==> config.mk <==
export PLATFORM = sky130hd
export DESIGN_NAME = l1_bus_ctrl_flat
export DESIGN_NICKNAME = d
export VERILOG_FILES = /design/src/rtl/l1_bus_ctrl_pkg.sv /design/src/rtl/l1_bus_ctrl_if.sv /design/src/rtl/l1_bus_ctrl_timeout.sv /design/src/rtl/l1_bus_ctrl.sv /design/src/flat_wrapper.sv
export SDC_FILE = /design/constraint.sdc
export NUM_CORES = 1
export LEC_CHECK = 0
export CAP_MARGIN = 20
export CORE_ASPECT_RATIO = 1.25
export CORE_MARGIN = 5
export CORE_UTILIZATION = 30
export DETAILED_ROUTE_END_ITERATION = 12
export DONT_BUFFER_PORTS = 1
export PLACE_DENSITY = 0.4
export SLEW_MARGIN = 20
export SYNTH_ARGS = -nofsm -noshare
export SYNTH_HDL_FRONTEND = slang
export SYNTH_SLANG_ARGS = --single-unit
==> constraint.sdc <==
create_clock -name clk -period 2.7 [get_ports clk]
set_input_delay 0.54 -clock clk [delete_from_list [all_inputs] [get_ports clk]]
set_output_delay 0.54 -clock clk [all_outputs]
set_load 0.02 [all_outputs]
==> src/rtl/l1_bus_ctrl_pkg.sv <==
// +------------------------------------------------------------------+
// | biu_pkg: shared BIU bus-unit types and helpers.  Rev 1.0         |
// +------------------------------------------------------------------+
`default_nettype none

package biu_pkg;

  localparam int BEAT_BYTES = 8;

  localparam logic [3:0] SZ_B = 4'b0001;
  localparam logic [3:0] SZ_H = 4'b0010;
  localparam logic [3:0] SZ_W = 4'b0100;
  localparam logic [3:0] SZ_D = 4'b1000;

  typedef enum logic [2:0] {
    ST_IDLE      = 3'd0,
    ST_RD        = 3'd1,
    ST_WR        = 3'd2,
    ST_LINE      = 3'd3,
    ST_FILL_DONE = 3'd4,
    ST_DONE      = 3'd5,
    ST_ERR       = 3'd6
  } bus_state_e;

  function automatic int line_off_w(input int line_bytes);
    return $clog2(line_bytes);
  endfunction

endpackage

`default_nettype wire

==> src/rtl/l1_bus_ctrl_if.sv <==
// +------------------------------------------------------------------+
// | l1_bus_ctrl_if: L1 request side and system-bus master port.      |
// | Rev 1.0                                                          |
// +------------------------------------------------------------------+
`default_nettype none

interface l1_bus_ctrl_if;
  logic        L1_write_through_req;
  logic        read_req;
  logic        read_line_req;
  logic [3:0]  L1_size;
  logic [63:0] pa;
  logic [63:0] wt_data;
  logic [63:0] line_data;
  logic [10:0] addr_count;
  logic        line_write;
  logic        cache_entry_write;
  logic        trans_rdy;
  logic        bus_error;
  logic        bus_req;
  logic        bus_we;
  logic [63:0] bus_addr;
  logic [3:0]  bus_size;
  logic [63:0] bus_wdata;
  logic        bus_ack;
  logic [63:0] bus_rdata;
  logic        bus_err;

  modport master (
    input  L1_write_through_req, read_req, read_line_req, L1_size, pa, wt_data,
    input  bus_ack, bus_rdata, bus_err,
    output line_data, addr_count, line_write, cache_entry_write, trans_rdy, bus_error,
    output bus_req, bus_we, bus_addr, bus_size, bus_wdata
  );

  modport slave (
    output L1_write_through_req, read_req, read_line_req, L1_size, pa, wt_data,
    output bus_ack, bus_rdata, bus_err,
    input  line_data, addr_count, line_write, cache_entry_write, trans_rdy, bus_error,
    input  bus_req, bus_we, bus_addr, bus_size, bus_wdata
  );
endinterface

`default_nettype wire

==> src/rtl/l1_bus_ctrl_timeout.sv <==
// +------------------------------------------------------------------+
// | l1_bus_timeout: loadable down-counter with expire flag. Rev 1.0  |
// +------------------------------------------------------------------+
`default_nettype none

module l1_bus_timeout #(
  parameter int WIDTH = 8
) (
  input  logic             clk,
  input  logic             rst,
  input  logic             load_i,
  input  logic [WIDTH-1:0] load_val_i,
  input  logic             run_i,
  output logic             expired_o
);

  logic [WIDTH-1:0] cnt_q;
  logic [WIDTH-1:0] cnt_d;

  always_comb begin
    cnt_d = cnt_q;
    if (load_i) begin
      cnt_d = load_val_i;
    end else if (run_i && (cnt_q != '0)) begin
      cnt_d = cnt_q - WIDTH'(1);
    end
  end

  always_ff @(posedge clk or negedge rst) begin
    if (!rst) begin
      cnt_q <= '0;
    end else begin
      cnt_q <= cnt_d;
    end
  end

  // Loaded with limit-1, so the last waiting cycle is the one that reads zero.
  assign expired_o = run_i && (cnt_q == '0);

endmodule

`default_nettype wire

==> src/rtl/l1_bus_ctrl.sv <==
// +------------------------------------------------------------------+
// | l1_bus_ctrl: L1 uncached read / write-through / line refill      |
// | engine on a req/ack system bus.  Rev 1.0                         |
// +------------------------------------------------------------------+
`default_nettype none

module l1_bus_ctrl #(
  parameter int LINE_BYTES  = 64,
  parameter int BEAT_BYTES  = biu_pkg::BEAT_BYTES,
  parameter int TIMEOUT_CYC = 255
) (
  input  logic          clk,
  input  logic          rst,
  l1_bus_ctrl_if.master bus_if
);
  import biu_pkg::*;

  localparam int OFF_W  = line_off_w(LINE_BYTES);
  localparam int NBEATS = LINE_BYTES / BEAT_BYTES;
  localparam int BEAT_W = $clog2(NBEATS) + 1;
  localparam int TO_W   = (TIMEOUT_CYC < 256) ? 8 : $clog2(TIMEOUT_CYC + 1);

  bus_state_e        state_q, state_d;
  logic              bus_req_q, bus_req_d;
  logic              bus_we_q, bus_we_d;
  logic [63:0]       bus_addr_q, bus_addr_d;
  logic [3:0]        bus_size_q, bus_size_d;
  logic [63:0]       bus_wdata_q, bus_wdata_d;
  logic [63:0]       line_data_q, line_data_d;
  logic [10:0]       addr_count_q, addr_count_d;
  logic              line_write_q, line_write_d;
  logic              cew_q, cew_d;
  logic              trans_rdy_q, trans_rdy_d;
  logic              bus_error_q, bus_error_d;
  logic [BEAT_W-1:0] beat_q, beat_d;

  logic tmr_load;
  logic tmr_expired;
  logic bus_ok;
  logic bus_fail;

  generate
    if (TIMEOUT_CYC > 0) begin : g_timeout
      l1_bus_timeout #(.WIDTH(TO_W)) u_timeout (
        .clk        (clk),
        .rst        (rst),
        .load_i     (tmr_load),
        .load_val_i (TO_W'(TIMEOUT_CYC - 1)),
        .run_i      (bus_req_q),
        .expired_o  (tmr_expired)
      );
    end else begin : g_no_timeout
      assign tmr_expired = 1'b0;
    end
  endgenerate

  // bus_err beats a same-cycle ack; a same-cycle ack beats the timeout.
  assign bus_ok   = bus_req_q && bus_if.bus_ack && !bus_if.bus_err;
  assign bus_fail = bus_req_q && (bus_if.bus_err || (tmr_expired && !bus_if.bus_ack));

  always_comb begin
    state_d      = state_q;
    bus_req_d    = bus_req_q;
    bus_we_d     = bus_we_q;
    bus_addr_d   = bus_addr_q;
    bus_size_d   = bus_size_q;
    bus_wdata_d  = bus_wdata_q;
    line_data_d  = line_data_q;
    addr_count_d = addr_count_q;
    beat_d       = beat_q;
    line_write_d = 1'b0;
    cew_d        = 1'b0;
    trans_rdy_d  = 1'b0;
    bus_error_d  = 1'b0;
    tmr_load     = 1'b0;

    case (state_q)
      ST_IDLE: begin
        if (bus_if.L1_write_through_req) begin
          state_d     = ST_WR;
          bus_we_d    = 1'b1;
          bus_addr_d  = bus_if.pa;
          bus_size_d  = bus_if.L1_size;
          bus_wdata_d = bus_if.wt_data;
        end else if (bus_if.read_line_req) begin
          state_d    = ST_LINE;
          bus_we_d   = 1'b0;
          bus_addr_d = {bus_if.pa[63:OFF_W], {OFF_W{1'b0}}};
          bus_size_d = SZ_D;
          beat_d     = '0;
        end else if (bus_if.read_req) begin
          state_d    = ST_RD;
          bus_we_d   = 1'b0;
          bus_addr_d = bus_if.pa;
          bus_size_d = bus_if.L1_size;
        end
        if (state_d != ST_IDLE) begin
          bus_req_d = 1'b1;
          tmr_load  = 1'b1;
        end
      end

      ST_RD, ST_WR: begin
        if (bus_fail) begin
          state_d     = ST_ERR;
          bus_req_d   = 1'b0;
          bus_error_d = 1'b1;
        end else if (bus_ok) begin
          state_d     = ST_DONE;
          bus_req_d   = 1'b0;
          trans_rdy_d = 1'b1;
          if (state_q == ST_RD) begin
            line_data_d = bus_if.bus_rdata;
          end
        end
      end

      // bus_req low inside LINE is the one-cycle gap that carries line_write.
      ST_LINE: begin
        if (bus_req_q) begin
          if (bus_fail) begin
            state_d     = ST_ERR;
            bus_req_d   = 1'b0;
            bus_error_d = 1'b1;
          end else if (bus_ok) begin
            bus_req_d    = 1'b0;
            line_data_d  = bus_if.bus_rdata;
            addr_count_d = 11'(int'(beat_q) * BEAT_BYTES);
            line_write_d = 1'b1;
            bus_addr_d   = bus_addr_q + 64'(BEAT_BYTES);
            beat_d       = beat_q + BEAT_W'(1);
          end
        end else if (beat_q == BEAT_W'(NBEATS)) begin
          state_d     = ST_FILL_DONE;
          cew_d       = 1'b1;
          trans_rdy_d = 1'b1;
        end else begin
          bus_req_d = 1'b1;
          tmr_load  = 1'b1;
        end
      end

      // DONE / FILL_DONE / ERR: pulse cycle, then back without resampling.
      default: state_d = ST_IDLE;
    endcase
  end

  always_ff @(posedge clk or negedge rst) begin
    if (!rst) begin
      state_q      <= ST_IDLE;
      bus_req_q    <= 1'b0;
      bus_we_q     <= 1'b0;
      bus_addr_q   <= '0;
      bus_size_q   <= '0;
      bus_wdata_q  <= '0;
      line_data_q  <= '0;
      addr_count_q <= '0;
      line_write_q <= 1'b0;
      cew_q        <= 1'b0;
      trans_rdy_q  <= 1'b0;
      bus_error_q  <= 1'b0;
      beat_q       <= '0;
    end else begin
      state_q      <= state_d;
      bus_req_q    <= bus_req_d;
      bus_we_q     <= bus_we_d;
      bus_addr_q   <= bus_addr_d;
      bus_size_q   <= bus_size_d;
      bus_wdata_q  <= bus_wdata_d;
      line_data_q  <= line_data_d;
      addr_count_q <= addr_count_d;
      line_write_q <= line_write_d;
      cew_q        <= cew_d;
      trans_rdy_q  <= trans_rdy_d;
      bus_error_q  <= bus_error_d;
      beat_q       <= beat_d;
    end
  end

  assign bus_if.bus_req           = bus_req_q;
  assign bus_if.bus_we            = bus_we_q;
  assign bus_if.bus_addr          = bus_addr_q;
  assign bus_if.bus_size          = bus_size_q;
  assign bus_if.bus_wdata         = bus_wdata_q;
  assign bus_if.line_data         = line_data_q;
  assign bus_if.addr_count        = addr_count_q;
  assign bus_if.line_write        = line_write_q;
  assign bus_if.cache_entry_write = cew_q;
  assign bus_if.trans_rdy         = trans_rdy_q;
  assign bus_if.bus_error         = bus_error_q;

endmodule

`default_nettype wire
==> src/flat_wrapper.sv <==
// flat-port wrapper written by rule: the top's interface ports become plain ports
module l1_bus_ctrl_flat import biu_pkg::*;
#(
  parameter int LINE_BYTES  = 64,
  parameter int BEAT_BYTES  = biu_pkg::BEAT_BYTES,
  parameter int TIMEOUT_CYC = 255
)
  (clk, rst, bus_if_L1_write_through_req, bus_if_read_req, bus_if_read_line_req, bus_if_L1_size, bus_if_pa, bus_if_wt_data, bus_if_bus_ack, bus_if_bus_rdata, bus_if_bus_err, bus_if_line_data, bus_if_addr_count, bus_if_line_write, bus_if_cache_entry_write, bus_if_trans_rdy, bus_if_bus_error, bus_if_bus_req, bus_if_bus_we, bus_if_bus_addr, bus_if_bus_size, bus_if_bus_wdata);
  l1_bus_ctrl_if bus_if_i ();
  input  logic clk;
  input  logic rst;
  input wire logic [$bits(bus_if_i.L1_write_through_req)-1:0] bus_if_L1_write_through_req;
  input wire logic [$bits(bus_if_i.read_req)-1:0] bus_if_read_req;
  input wire logic [$bits(bus_if_i.read_line_req)-1:0] bus_if_read_line_req;
  input wire logic [$bits(bus_if_i.L1_size)-1:0] bus_if_L1_size;
  input wire logic [$bits(bus_if_i.pa)-1:0] bus_if_pa;
  input wire logic [$bits(bus_if_i.wt_data)-1:0] bus_if_wt_data;
  input wire logic [$bits(bus_if_i.bus_ack)-1:0] bus_if_bus_ack;
  input wire logic [$bits(bus_if_i.bus_rdata)-1:0] bus_if_bus_rdata;
  input wire logic [$bits(bus_if_i.bus_err)-1:0] bus_if_bus_err;
  output wire logic [$bits(bus_if_i.line_data)-1:0] bus_if_line_data;
  output wire logic [$bits(bus_if_i.addr_count)-1:0] bus_if_addr_count;
  output wire logic [$bits(bus_if_i.line_write)-1:0] bus_if_line_write;
  output wire logic [$bits(bus_if_i.cache_entry_write)-1:0] bus_if_cache_entry_write;
  output wire logic [$bits(bus_if_i.trans_rdy)-1:0] bus_if_trans_rdy;
  output wire logic [$bits(bus_if_i.bus_error)-1:0] bus_if_bus_error;
  output wire logic [$bits(bus_if_i.bus_req)-1:0] bus_if_bus_req;
  output wire logic [$bits(bus_if_i.bus_we)-1:0] bus_if_bus_we;
  output wire logic [$bits(bus_if_i.bus_addr)-1:0] bus_if_bus_addr;
  output wire logic [$bits(bus_if_i.bus_size)-1:0] bus_if_bus_size;
  output wire logic [$bits(bus_if_i.bus_wdata)-1:0] bus_if_bus_wdata;
  assign bus_if_i.L1_write_through_req = bus_if_L1_write_through_req;
  assign bus_if_i.read_req = bus_if_read_req;
  assign bus_if_i.read_line_req = bus_if_read_line_req;
  assign bus_if_i.L1_size = bus_if_L1_size;
  assign bus_if_i.pa = bus_if_pa;
  assign bus_if_i.wt_data = bus_if_wt_data;
  assign bus_if_i.bus_ack = bus_if_bus_ack;
  assign bus_if_i.bus_rdata = bus_if_bus_rdata;
  assign bus_if_i.bus_err = bus_if_bus_err;
  assign bus_if_line_data = bus_if_i.line_data;
  assign bus_if_addr_count = bus_if_i.addr_count;
  assign bus_if_line_write = bus_if_i.line_write;
  assign bus_if_cache_entry_write = bus_if_i.cache_entry_write;
  assign bus_if_trans_rdy = bus_if_i.trans_rdy;
  assign bus_if_bus_error = bus_if_i.bus_error;
  assign bus_if_bus_req = bus_if_i.bus_req;
  assign bus_if_bus_we = bus_if_i.bus_we;
  assign bus_if_bus_addr = bus_if_i.bus_addr;
  assign bus_if_bus_size = bus_if_i.bus_size;
  assign bus_if_bus_wdata = bus_if_i.bus_wdata;
  l1_bus_ctrl #(.LINE_BYTES(LINE_BYTES), .BEAT_BYTES(BEAT_BYTES), .TIMEOUT_CYC(TIMEOUT_CYC)) u_core (.clk(clk), .rst(rst), .bus_if(bus_if_i));
endmodule
==> impl_metrics.json, run 1 <==
{
  "status": "complete, but fails checks",
  "violations": "hold timing",
  "peakVddDrop_mv": 0.543,
  "drt-initial-drc-count": 449,
  "p_leak_uw": 0.00483,
  "rsz0062_at_grt": "no",
  "syn_area_mm2": 0.0102,
  "synth.distinct_cells": 63,
  "drc": 0,
  "dieArea_mm2": 0.0378,
  "drive_gt1_share_pct": 26.8,
  "seq_area_frac_synth_pct": 54.2,
  "globalplace.congestion": 0.791,
  "yosys_warnings": 0,
  "synthFlopType": "dfrtp_1",
  "dp_hpwl_um": 24700,
  "ctsResizeCount": 0,
  "mostFrequentLayoutCells": "dfrtp_1, mux2_2, nand2_1, buf_4, a21oi_1",
  "fp.coreArea_mm2": 0.0336,
  "reg2reg_depth": 7,
  "synth_area_leader_cell": "dfrtp_1",
  "syn_inst": 920,
  "final_common_cell": "dfrtp_1",
  "report.final.slew_viol_count": 0,
  "drt_wl_total_um": 34100,
  "totalPowerFinal_uw": 16500,
  "max_freq_mhz": 388,
  "clkTransAtPathRegs_ns": 0.07,
  "synth_top_area_share_pct": 54.2,
  "worst_slew_pin_slew_ns": 0.947,
  "synth_enable_flop_cells": 0,
  "setup_viol": 0,
  "worstPathMaxFanout": 5,
  "track_usage_pct": 17.2,
  "fp-row-count": 75,
  "nets": 1176,
  "r2r_start": "u_core.bus_if.bus_addr[3]",
  "antenna_found_initial": 3,
  "synthArstFlopShare_pct": 100,
  "die_x_um": 175,
  "grt_overflow": 0,
  "die_h_um": 216,
  "skew_ns": 0.0172,
  "syn_avg_cell_area_um2": 11.1,
  "ys_seq_elements": 221,
  "finalHoldViolCount": 221,
  "fin_crit_ns": 2.58,
  "cts_tree": "built",
  "end_kind": "register",
  "cp-start-kind": "register",
  "max-cap-violations": 0,
  "reg2reg_to": "u_core.bus_if.bus_addr[59]",
  "critPathKind": "register to register",
  "tns_ns": 0,
  "drt_pass1_iterations": 5,
  "whs_ns": -0.290,
  "synthTopCellsByArea": "dfrtp_1, mux2_2, a21oi_1, nand2_1, o21ai_0",
  "min_path_type": "input port to asynchronous set/reset pin",
  "clockRootBuffer": "clkbuf_16",
  "vias": 7585,
  "port_buffers": 0,
  "cp_data_required_time_ns": 3.16,
  "clkLatencyLatePin_ns": 0.54,
  "grt_pass1_wl_um": 51200,
  "postCtsSetupBuffers": 0,
  "h-tree-depth": 1,
  "rrSetupSlack_ns": 0.12,
  "routedWlPerCell_um": 24.3,
  "numCtsBuffers": 24,
  "cts.sink_count": 221,
  "dp_cells": 1365,
  "via_per_inst": 5.39,
  "finalNonFillerCells": 1407,
  "grt_pass1_vias": 8183,
  "io_pins": 416,
  "grt_start_max_net_pins": 222,
  "arrival_ns": 3.04,
  "fin_crit_sh_pct": 95.6,
  "start_util_pct": 30.4,
  "relSlewSlack_pct": 36.9,
  "power_density_mw_per_mm2": 1390,
  "ant_nets": 0,
  "cts_buffer_depth": 3,
  "area_growth_pct": 16.6
}
==> registers in the layout (all words and copies together), names as in the netlist, 3 cells and up <==
signal / cells
u_core.bus_if.addr_count: 4
u_core.bus_if.bus_size: 4
u_core.g_timeout.u_timeout.cnt_q: 8
u_core.bus_if.bus_addr: 64
u_core.bus_if.bus_wdata: 64
u_core.bus_if.line_data: 64
u_core.state_q: 3
u_core.beat_q: 4
==> cell families after synthesis <==
| group | synth area share, % |
|---|---|
| DFF | 54.2 |
| and+or+nand+nor | 14.4 |
| xor gates and xnor gates | 0.601 |
| AOI/OAI and AO/OA | 12.2 |
| adders and majority gates | 0.613 |
| buffers and inverters | 3.34 |
| muxes | 14.5 |
| other | 0.0368 |
==> worst max path at each step <==
stage                                    from                          to  slack (ns)  depth (start not counted)
floorplan           u_core.bus_if.bus_addr[3]  u_core.bus_if.bus_addr[59]        0.37                          7
global placement    u_core.bus_if.bus_addr[3]  u_core.bus_if.bus_addr[59]        0.18                          7
detailed placement  u_core.bus_if.bus_addr[3]  u_core.bus_if.bus_addr[59]        0.14                          7
CTS                 u_core.bus_if.bus_addr[3]  u_core.bus_if.bus_addr[59]        0.15                          7
global route        u_core.bus_if.bus_addr[3]  u_core.bus_if.bus_addr[59]        0.04                          7
finish              u_core.bus_if.bus_addr[3]  u_core.bus_if.bus_addr[59]        0.12                          7
==> report_power, final <==
| part | internal, uW | total [uW] | switching, uW |
|---|---|---|---|
| combinational | 2390 | 5380 | 2990 |
| sequential | 4870 | 7710 | 2840 |
| clock | 1950 | 3380 | 1440 |
==> metrics by stage <==
stage	setup slack [ns]	instance area [um2]	util, %
after floorplan	0.369	10200	-
after global placement	0.182	11100	33.0
after detailed placement	0.141	11100	33.0
after CTS	0.145	11900	35.4
after global routing	0.0409	11900	35.4
final	0.120	11900	35.4
==> critical path, cell delays in order, from the launching register on <==
cell and delay [ns]:
dfrtp_1 0.45, ha_1 0.24, nand4_1 0.19, nor4_2 0.56, and2_2 0.29, nand3b_1 0.17, or4_1 0.43, a31oi_1 0.18
==> cells in the mapped netlist (4+ instances only) <==
| library cell | instances |
|---|---|
| a21oi_1 | 66 |
| a221o_1 | 4 |
| a22o_1 | 5 |
| a22oi_1 | 4 |
| a2bb2oi_1 | 4 |
| a31oi_1 | 11 |
| a32oi_1 | 4 |
| and3_1 | 13 |
| buf_4 | 8 |
| buf_6 | 4 |
| clkbuf_1 | 41 |
| dfrtp_1 | 221 |
| ha_1 | 5 |
| inv_1 | 14 |
| mux2_2 | 128 |
| mux2i_1 | 4 |
| nand2_1 | 74 |
| nand3_1 | 38 |
| nand3b_1 | 4 |
| nand4_1 | 18 |
| nor2_1 | 57 |
| nor3_1 | 29 |
| nor4_1 | 10 |
| o21ai_0 | 47 |
| o22a_1 | 18 |
| o22ai_1 | 19 |
| or3_1 | 4 |
| or4_1 | 6 |
| xnor2_1 | 4 |
==> per-layer routing <==
layer	up-vias	wire length [um]	track usage (%)	share of wire, %
met5	-	27	0	0.079
met4	4	673	4.58	2.0
met3	41	3080	6.06	9.0
met2	285	17400	30.5	51
met1	3792	13000	19.8	38
li1	3463	-	-	-
==> layout make-up <==
| type | instances | area (um2) |
|---|---|---|
| repair buffers | 75 | 613 |
| diodes | 1 | 2.50 |
| clock buffers | 28 | 626 |
| well taps | 423 | 529 |
| fillers | 3379 | 21700 |
| multi-input cells | 632 | 4380 |
| inverters | 14 | 52.6 |
| flip-flops and latches | 221 | 5530 |
| clock inverters | 13 | 161 |
No activity file was read; power rests on OpenSTA's default activity.
==> run 2: changes to the inputs <==
CORE_MARGIN = 2   (was 5)
==> impl_metrics.json, run 2 (synthesized netlist as in run 1, its figures left out) <==
{
  "dp_hpwl_um": 23400,
  "worstPathMaxFanout": 5,
  "drc": 0,
  "drive_gt1_share_pct": 27.0,
  "final_common_cell": "dfrtp_1",
  "fp.coreArea_mm2": 0.0335,
  "vias": 7500,
  "drt_wl_total_um": 32800,
  "max_freq_mhz": 412,
  "max-cap-violations": 0,
  "cts_buffer_depth": 3,
  "critPathKind": "register to register",
  "start_util_pct": 30.4,
  "report.final.slew_viol_count": 0,
  "r2r_start": "u_core.bus_if.bus_addr[3]",
  "p_leak_uw": 0.00485,
  "sequentialPowerShare_pct": 46.6,
  "fp-row-count": 75,
  "dieArea_mm2": 0.0355,
  "reg2reg_to": "u_core.bus_if.bus_addr[63]",
  "end_kind": "register",
  "port_buffers": 0,
  "track_usage_pct": 17.7,
  "cts.sink_count": 221,
  "skew_ns": 0.0163,
  "routedWlPerCell_um": 23.2,
  "io_pins": 416,
  "cp-endpoint": "u_core.bus_if.bus_addr[63]",
  "peakVddDrop_mv": 0.612,
  "reg2reg_depth": 7,
  "setup_viol": 0,
  "fin_crit_sh_pct": 89.9,
  "fin_crit_ns": 2.43,
  "swShare_pct": 43.8,
  "status": "complete, but fails checks",
  "worst_slew_pin_slew_ns": 0.694,
  "rrSetupSlack_ns": 0.27,
  "power.share.clock_pct": 20.6,
  "finalHoldViolCount": 221,
  "drt-initial-drc-count": 499,
  "violations": "hold timing",
  "clkLatencyLatePin_ns": 0.53,
  "cts_tree": "built",
  "arrival_ns": 2.83,
  "relSlewSlack_pct": 53.6,
  "postCtsSetupBuffers": 0,
  "p_int_uw": 9230,
  "grt_pass1_vias": 7605,
  "whs_ns": -0.296,
  "grt_pass1_wl_um": 48500,
  "power_density_mw_per_mm2": 1380,
  "tns_ns": 0,
  "die_x_um": 169,
  "grt_start_max_net_pins": 222,
  "mostFrequentLayoutCells": "dfrtp_1, mux2_2, nand2_1, buf_4, a21oi_1",
  "rsz0062_at_grt": "no",
  "via_per_inst": 5.31,
  "area_growth_pct": 17.0,
  "combPwrFrac_pct": 32.8,
  "drt_pass1_iterations": 5,
  "nets": 1178,
  "clockRootBuffer": "clkbuf_16",
  "clkTransAtPathRegs_ns": 0.06,
  "grt_overflow": 0,
  "p_switching_uw": 7210,
  "cp-start-kind": "register",
  "die_h_um": 210,
  "ant_nets": 0,
  "numCtsBuffers": 25,
  "cp_data_required_time_ns": 3.11,
  "startpoint": "u_core.bus_if.bus_addr[3]",
  "h-tree-depth": 1,
  "min_path_type": "input port to asynchronous set/reset pin",
  "antenna_found_initial": 6,
  "globalplace.congestion": 0.743
}
run 2: changes by cell type in the layout (fill, tap and decap cells not counted), moves of 2 or more:
cell / before / now
diode_2: 1 / 3
bufinv_16: 3 / 1
clkinv_2: 5 / 3
clkbuf_8: 1 / 6
run 2: critical path: stages, from the launching register on:
cell and delay [ns]:
dfrtp_1 0.45, ha_1 0.26, nand4_1 0.22, nor4_4 0.41, nand3_1 0.32, nor3_1 0.34
mux2i_1 0.21, o21ai_0 0.09
run 2: cell type report:
type,instances,area (um2)
fillers,3377,21600
flip-flops and latches,221,5530
multi-input cells,632,4390
clock buffers,34,719
repair buffers,76,621
well taps,423,529
clock inverters,9,83.8
inverters,14,52.6
diodes,3,7.51
run 2: worst min-delay path by stage:
| stage | start | cells past startpoint | endpoint |
|---|---|---|---|
| 2_1_floorplan | rst | 0 | u_core.beat_q[0] |
| 3_3_place_gp | rst | 0 | u_core.bus_if.bus_wdata[62] |
| 3_5_place_dp | rst | 0 | u_core.bus_if.bus_wdata[62] |
| 4_1_cts | rst | 0 | u_core.bus_if.bus_wdata[62] |
| 5_1_grt | rst | 0 | u_core.bus_if.bus_addr[10] |
| 6_report | rst | 0 | u_core.bus_if.bus_wdata[62] |
run 2: metrics by stage:
step                area, um2  total power (uW)  std cells  util, %  setup WS [ns]
global placement        11100             13200       1366     33.2          0.275
detailed placement      11100             13200       1366     33.2          0.211
floorplan               10200             11100        926        -          0.369
finish                  11900             16400       1412     35.6          0.273
CTS                     11900             16700       1409     35.6          0.184
global route            11900             17400       1410     35.6         0.0837
run 2: power by group through the flow:
stage | Sequential (uW) | Combinational [uW] | Clock, uW
after CTS | 7710 | 5460 | 3500
after global routing | 7870 | 5940 | 3630
after global placement | 7770 | 5410 | 0
final | 7660 | 5390 | 3380
after detailed placement | 7730 | 5450 | 0
after floorplan | 7820 | 3260 | 0
run 2: what timing repair did:
item	in CTS	in global routing
hold endpoints to repair	221	221
gates resized for setup	0	1
endpoints found under the setup margin	0	2
run 2: per-layer routing:
metal	GRT usage, %	routed length [um]	vias up
met3	6.67	3160	46
met2	30.6	16500	282
met4	4.96	746	6
met1	20.6	12300	3690
met5	0	41	-
li1	-	-	3476
==> run 3: changes to the inputs <==
CORE_AREA = 2 2 164 166   (was unset)
CORE_ASPECT_RATIO = unset   (was 1.25)
CORE_MARGIN = unset   (was 2)
CORE_UTILIZATION = unset   (was 30)
DIE_AREA = 0 0 166 168   (was unset)
PLACE_DENSITY = 0.49   (was 0.4)
==> impl_metrics.json, run 3 (synthesized netlist as in run 1, its figures left out) <==
{
  "seq_area_mm2": 0.00553,
  "skew_ns": 0.0257,
  "final_common_cell": "dfrtp_1",
  "rrSetupSlack_ns": 0.30,
  "wl_met2_um": 15200,
  "dp_hpwl_um": 22400,
  "violations": "hold timing",
  "clkLatencyLatePin_ns": 0.53,
  "fin_crit_ns": 2.40,
  "status": "complete, but fails checks",
  "clockRootBuffer": "clkbuf_16",
  "setup_viol": 0,
  "antenna_found_initial": 4,
  "report.final.slew_viol_count": 0,
  "grt_overflow": 0,
  "clkTransAtPathRegs_ns": 0.07,
  "num-fill-cells": 2478,
  "arrival_ns": 2.84,
  "cts_buffer_depth": 3,
  "critPathKind": "register to register",
  "ant_nets": 0,
  "power_density_mw_per_mm2": 1390,
  "max_freq_mhz": 416,
  "cp-endpoint": "u_core.bus_if.bus_addr[44]",
  "reg2reg_depth": 7,
  "fin_util_pct": 44.7,
  "die_h_um": 168,
  "m1WireLength_um": 12000,
  "port_buffers": 0,
  "combPwrFrac_pct": 30.2,
  "multi_input_area_mm2": 0.00438,
  "whs_ns": -0.282,
  "power.share.clock_pct": 21.3,
  "area_growth_pct": 15.5,
  "r2r_start": "u_core.bus_if.bus_addr[10]",
  "drt-initial-drc-count": 529,
  "fin_crit_sh_pct": 89.1,
  "grt_pass1_wl_um": 47200,
  "io_pins": 416,
  "relSlewSlack_pct": 47.1,
  "p_int_uw": 9230,
  "reg2reg_to": "u_core.bus_if.bus_addr[44]",
  "dr.max_layer_used": "met4",
  "p_leak_uw": 0.00482,
  "peakVddDrop_mv": 0.724,
  "drive_gt1_share_pct": 26.1,
  "start_util_pct": 38.7,
  "finalHoldViolCount": 221,
  "die_x_um": 166,
  "grt_start_max_net_pins": 222,
  "track_usage_pct": 21.6,
  "worst_slew_pin_slew_ns": 0.790,
  "routedWlPerCell_um": 23.6,
  "fp-row-count": 60,
  "grt_pass1_vias": 7593,
  "max-cap-violations": 0,
  "min_path_type": "input port to asynchronous set/reset pin",
  "startpoint": "u_core.bus_if.bus_addr[10]",
  "sequentialPowerShare_pct": 48.5,
  "h-tree-depth": 1,
  "fp.coreArea_mm2": 0.0264,
  "p_switching_uw": 7120,
  "vias": 7423,
  "cts_tree": "built",
  "via_per_inst": 5.63,
  "globalplace.congestion": 0.862,
  "nets": 1165,
  "drt_pass1_iterations": 4,
  "end_kind": "register",
  "dieArea_mm2": 0.0279,
  "drt_wl_total_um": 31100,
  "swShare_pct": 43.6,
  "cp-start-kind": "register",
  "drc": 0,
  "cts.sink_count": 221,
  "mostFrequentLayoutCells": "dfrtp_1, mux2_2, nand2_1, a21oi_1",
  "routed-wl-met3_um": 3340,
  "tns_ns": 0,
  "numCtsBuffers": 26,
  "cp_data_required_time_ns": 3.14,
  "rsz0062_at_grt": "no",
  "worstPathMaxFanout": 7
}
-- run 3: power by group through the flow --
stage / registers [uW] / logic, uW / clock network (uW)
6_report: 7920 / 4940 / 3480
5_1_grt: 8170 / 5460 / 3720
4_1_cts: 7960 / 4980 / 3580
3_5_place_dp: 7980 / 4970 / 0
3_3_place_gp: 8000 / 4910 / 0
2_1_floorplan: 7820 / 3260 / 0
-- run 3: worst min path at each step --
stage                     slack [ns]  depth (start not counted)                             endpoint
after floorplan                 0.24                          0                     u_core.beat_q[0]
after global placement          0.25                          0  u_core.g_timeout.u_timeout.cnt_q[6]
after detailed placement        0.26                          0  u_core.g_timeout.u_timeout.cnt_q[4]
after CTS                      -0.30                          0           u_core.bus_if.bus_addr[31]
after global routing           -0.30                          0           u_core.bus_if.bus_addr[56]
final                          -0.28                          0                u_core.bus_if.bus_req
-- run 3: worst max-delay path, cell delays in order, from the launching register on --
cell and delay (ns):
dfrtp_1 0.53, nand3_4 0.17, or4_4 0.56, nor4_4 0.40
buf_4 0.21, nand3_1 0.07, a21oi_1 0.17, a2bb2oi_1 0.19
-- run 3: cell type report --
type,count,area share [%]
multi-input cells,632,37.1
flip-flops and latches,221,46.9
inverters,14,0.446
well taps,341,3.62
repair buffers,62,4.59
clock inverters,13,1.14
diodes,3,0.0637
clock buffers,32,6.06
-- run 3: per-layer routing --
metal | GRT usage, % | vias to the layer above
met3 | 8.74 | 35
li1 | - | 3452
met5 | 0 | -
met4 | 5.03 | 0
met1 | 26.2 | 3640
met2 | 36.2 | 296
-- run 3: through the flow --
step	hold slack (ns)	area, um2	worst slack [ns]	instances	total power, uW
final	-0.282	11800	0.296	1318	16300
after global routing	-0.305	11800	0.109	1317	17300
after CTS	-0.305	11800	0.280	1315	16500
after detailed placement	0.256	10900	0.314	1270	12900
after global placement	0.254	10900	0.375	1270	12900
after floorplan	0.244	10200	0.369	926	11100
-- run 3: timing repair --
item	CTS	global route
endpoints found under the hold margin	221	221
setup buffers	0	0
gates resized for setup	0	0
==> patch 1: new RTL, flow settings as in run 2 <==
`BEAT_BYTES`: 8 -> 16.
--- a/src/rtl/l1_bus_ctrl_pkg.sv
+++ b/src/rtl/l1_bus_ctrl_pkg.sv
@@ -6,5 +6,5 @@
 package biu_pkg;
 
-  localparam int BEAT_BYTES = 8;
+  localparam int BEAT_BYTES = 16;
 
   localparam logic [3:0] SZ_B = 4'b0001;
Behaviour: not the same (a bounded check fails within 4 cycles, from zero or initial values and one cycle with rst low).
==> patch 1 against run 2 <==
Area after synthesis up 1.2%. Combinational power up 3%. Total power up 4.1%. Worst setup slack better by 0.025 ns. Routed wire length up 4.6%. Sequential share of layout area down 1.4 points. Sequential cell count down 2. Critical endpoint is now u_core.bus_if.bus_addr[53]. Count of clock-buffer cells in the layout down 3. The flow still finishes with violations (hold timing). Design area up 2.2%.
==> patch 1: results (changes against run 2) <==
Status
  – Failing checks: hold timing
  – Status: finished with violations

Finish
  – ANT cells: 0 (-3)
  – Ratio of cells with drive above 1 in the final layout: 26.6% (-0.42 points)
  – Filler Cell Count: 3360 (-0.50%)
  – Layout net count: 1198 (+1.7%)

Global route
  – First-pass GRT wire length: 51.4 mm (+5.8%)
  – Total GRT Usage: 18.7% (+1.0 points)
  – Antenna violations before repair: 3 (-3)

Timing
  – Rel. slew slack: 52.7% (-0.95 points)
  – Final Hold Viols: 219 (-0.90%)
  – Hold Slack: -0.307 ns (-0.0115 ns)
  – Clock skew: 0.0122 ns (-0.00405 ns)

Yosys
  – Synth cell types: 70 (+11%)
  – Mapped Avg Cell Area: 10.9 µm² (-1.5%)
  – Sequential share of the synthesized area: 53.1% (-1.1 points)
  – Synth top cells by count: dfrtp_1 (219), mux2_2 (128), nand2_1 (83)
  – Ranking of synthesized cells by area: dfrtp_1 (53%), mux2_2 (14%), nand2_1 (3.0%), nor2_1 (2.1%), a21oi_1 (2.0%)

CTS
  – Skew-Pair Late Insertion Delay: 0.55 ns (+0.02 ns)

Setup path
  – Slowest cell on crit path: or4_4
  – Crit Path Max Fanout: 11 (+6)
  – Worst setup path startpoint: u_core.bus_if.bus_addr[16]
  – Largest stage delay, worst path: 0.57 ns (+0.12 ns)

Pwr
  – Leakage power: 5.02 nW (+3.5%)

Detailed routing
  – First-pass iteration count of the detailed router: 4 (-1)
  – Via Count: 7844 (+4.6%)
  – Initial DRC count: 379 (-24%)
  – Drt total wl: 34.3 mm (+4.6%)

Placement
  – Post-DP Area: 11300 µm² (+1.4%)
  – Post-placement setup slack: 0.308 ns (+0.0972 ns)
  – GPL Wtd Cong: 0.785 (+5.6%)
-- patch 1: final timing paths --
check | end | slack, ns | depth (start not counted)
worst min-delay path | u_core.bus_if.bus_addr[4] | -0.31 | 0
worst max register to register | u_core.bus_if.bus_addr[53] | 0.30 | 5
worst min register to register | u_core.g_timeout.u_timeout.cnt_q[6] | 0.52 | 2
worst max-delay path | u_core.bus_if.bus_addr[53] | 0.30 | 5
min in group clk | u_core.bus_if.bus_addr[59] | 0.11 | 2
max in group asynchronous | u_core.bus_if.line_data[48] | 2.44 | 0
-- patch 1: final cells by class --
| type | instances | share of cell area, % |
|---|---|---|
| clock buffers | 31 | 5.83 |
| clock inverters | 16 | 1.79 |
| inverters | 15 | 0.462 |
| multi-input cells | 655 | 37.5 |
| flip-flops and latches | 219 | 44.9 |
| well taps | 423 | 4.34 |
| repair buffers | 73 | 5.11 |
-- patch 1: layer usage --
metal	track usage (%)	up-vias	wire length, µm
met1	21.0	3874	12400
li1	-	3578	-
met5	0	-	34
met3	7.03	56	3370
met2	33.0	330	17700
met4	5.54	6	770
-- patch 1: cells by family after synthesis --
kind of cell	share of synthesized area [%]
mux	14.1
buf+inv	3.25
xor+xnor	0.509
compound gates	12.4
other cells	0.0364
flops	53.1
simple gates	16.0
fa+ha+maj	0.607
-- patch 1: power breakdown --
part	internal, mW	total, mW	leakage (nW)	switching [mW]
logic	2.51	5.57	1.96	3.06
clock network	2.35	3.82	0.456	1.47
registers	4.85	7.72	2.61	2.87
total	9.71	17.1	5.02	7.40
==> patch 2: new RTL, flow settings as in run 2 <==
Without the edit above. `bus_addr_q` no longer has a reset.
--- a/src/rtl/l1_bus_ctrl.sv
+++ b/src/rtl/l1_bus_ctrl.sv
@@ -151,5 +151,4 @@
       bus_req_q    <= 1'b0;
       bus_we_q     <= 1'b0;
-      bus_addr_q   <= '0;
       bus_size_q   <= '0;
       bus_wdata_q  <= '0;
@@ -165,5 +164,4 @@
       bus_req_q    <= bus_req_d;
       bus_we_q     <= bus_we_d;
-      bus_addr_q   <= bus_addr_d;
       bus_size_q   <= bus_size_d;
       bus_wdata_q  <= bus_wdata_d;
@@ -176,4 +174,8 @@
       beat_q       <= beat_d;
     end
+  end
+
+  always_ff @(posedge clk) begin
+    bus_addr_q <= bus_addr_d;
   end
 
Function: changed (Yosys sat finds a counterexample within 4 cycles, from zero or initial values and one cycle with rst low).
==> patch 2 against run 2 <==
The flow still finishes with violations (hold timing). Non-clock buffer count unchanged. Hold slack gained 0.00087 ns. Routed wire length decreased by 11%. Sequential cell count unchanged. Design area decreased by 0.47%. Area after synthesis decreased by 0.97%. Worst setup slack got worse by 0.19 ns. Sequential share of layout area rose by 2.9 points. Total power shrank 9.0%. Critical path type unchanged. Critical endpoint is now u_core.bus_if.bus_addr[56]. Highest routed layer is now met4.
==> patch 2: results (changes against run 2) <==
Floorplanning
  – DIE AREA: 35200 µm² (-0.95%)

Placement
  – Inst Count DP: 1301 (-4.8%)
  – Post-placement setup slack: 0.122 ns (-0.0890 ns)
  – Hpwl dp: 21.7 mm (-7.5%)
  – Post-DP Area: 11100 µm² (-0.26%)

Timing
  – Least-Margin Pin Slew: 0.780 ns (+0.0866 ns)
  – Final Hold Viols: 157 (-29%)
  – Fin crit period: 2.62 ns (+0.191 ns)
  – Hold Slack: -0.295 ns (+0.000867 ns)

Finish
  – Multi-input gate share of the layout cell area: 33.9% (-2.9 points)
  – ANT cells: 0 (-3)
  – Clk cell area share: 6.67% (-0.063 points)
  – Inverters, non-clock: 16 (+2)
  – Seq Cell Count: 221 (unchanged)
  – Filler Cell Count: 3349 (-0.83%)
  – Footprint of the multi-input gates: 4020 µm² (-8.3%)
  – Sequential cell area: 5850 µm² (+5.8%)
  – Layout net count: 1112 (-5.6%)
  – Ratio of cells with drive above 1 in the final layout: 27.6% (+0.63 points)

Pwr
  – Maximum VDD drop: 0.000550 V (-10%)
  – Sw frac: 40.8% (-3.1 points)
  – Leakage power: 4.67 nW (-3.7%)
  – Flop pwr share: 50.8% (+4.2 points)
  – Power, Total: 15.0 mW (-9.0%)

Yosys
  – Multiplexer share of the synthesized area: 14.7% (+0.19 points)
  – Sequential share of the synthesized area: 57.9% (+3.7 points)
  – Synth cell types: 50 (-21%)
  – Ranking of synthesized cells by area: dfrtp_1 (39%), edfxtp_1 (19%), mux2_2 (15%), nand2_1 (2.9%), o21ai_0 (2.8%)
  – Xor and xnor area share after synthesis: 4.16% (+3.6 points)
  – Ys async rst share: 71.0% (-29 points)
  – Number of synthesized flops with an enable pin: 64 (+64)
  – Post-Synth Adder-Cell Area: 0.620% (+0.0060 points)
  – Synth top cells by count: dfrtp_1 (157), mux2_2 (132), nand2_1 (78)
  – Compound-Gate Fraction of Synth Area: 6.13% (-6.1 points)

Global route
  – Antenna violations before repair: 1 (-5)
  – First-pass GRT wire length: 44.2 mm (-8.9%)
  – Vias in the first global route: 7430 (-2.3%)

Status
  – Failing checks: hold timing
  – Status: finished with violations

Detailed routing
  – Via Count: 6963 (-7.2%)
  – Drt total wl: 29.3 mm (-11%)
  – Initial DRC count: 359 (-28%)

Setup path
  – R2R Path End: u_core.bus_if.bus_addr[56]
  – Largest stage delay, worst path: 0.62 ns (+0.17 ns)
  – WP buf/inv: 1 (+1)
  – Worst reg2reg path depth: 6 (-1)
  – Worst Path Arrival: 2.99 ns (+0.16 ns)

CTS
  – Cts bufs inserted: 24 (-4.0%)
patch 2: cell count changes after synthesis, sizes merged, moves of 19 or more:
cell / change
a21oi: -58
dfrtp: -64
xor2: +19
edfxtp: +64
nor2: -24
xnor2: +22
o22ai: -19
patch 2: how the worst min path moves through the flow:
stage | start | slack (ns) | to | cells after the start
detailed placement | rst | 0.25 | u_core.bus_if.bus_wdata[45] | 0
global route | rst | -0.33 | u_core.bus_if.bus_wdata[12] | 0
CTS | rst | -0.33 | u_core.bus_if.bus_wdata[44] | 0
global placement | rst | 0.25 | u_core.bus_if.bus_wdata[49] | 0
finish | rst | -0.29 | u_core.bus_if.bus_wdata[25] | 0
floorplan | rst | 0.24 | u_core.beat_q[0] | 0
patch 2: metal layers:
| layer | up-vias | global-route usage (%) | routed length (µm) |
|---|---|---|---|
| li1 | 3169 | - | - |
| met1 | 3438 | 17.1 | 10600 |
| met2 | 301 | 28.8 | 15100 |
| met3 | 55 | 5.80 | 2660 |
| met4 | 0 | 6.42 | 1000 |
| met5 | - | 0 | 0 |
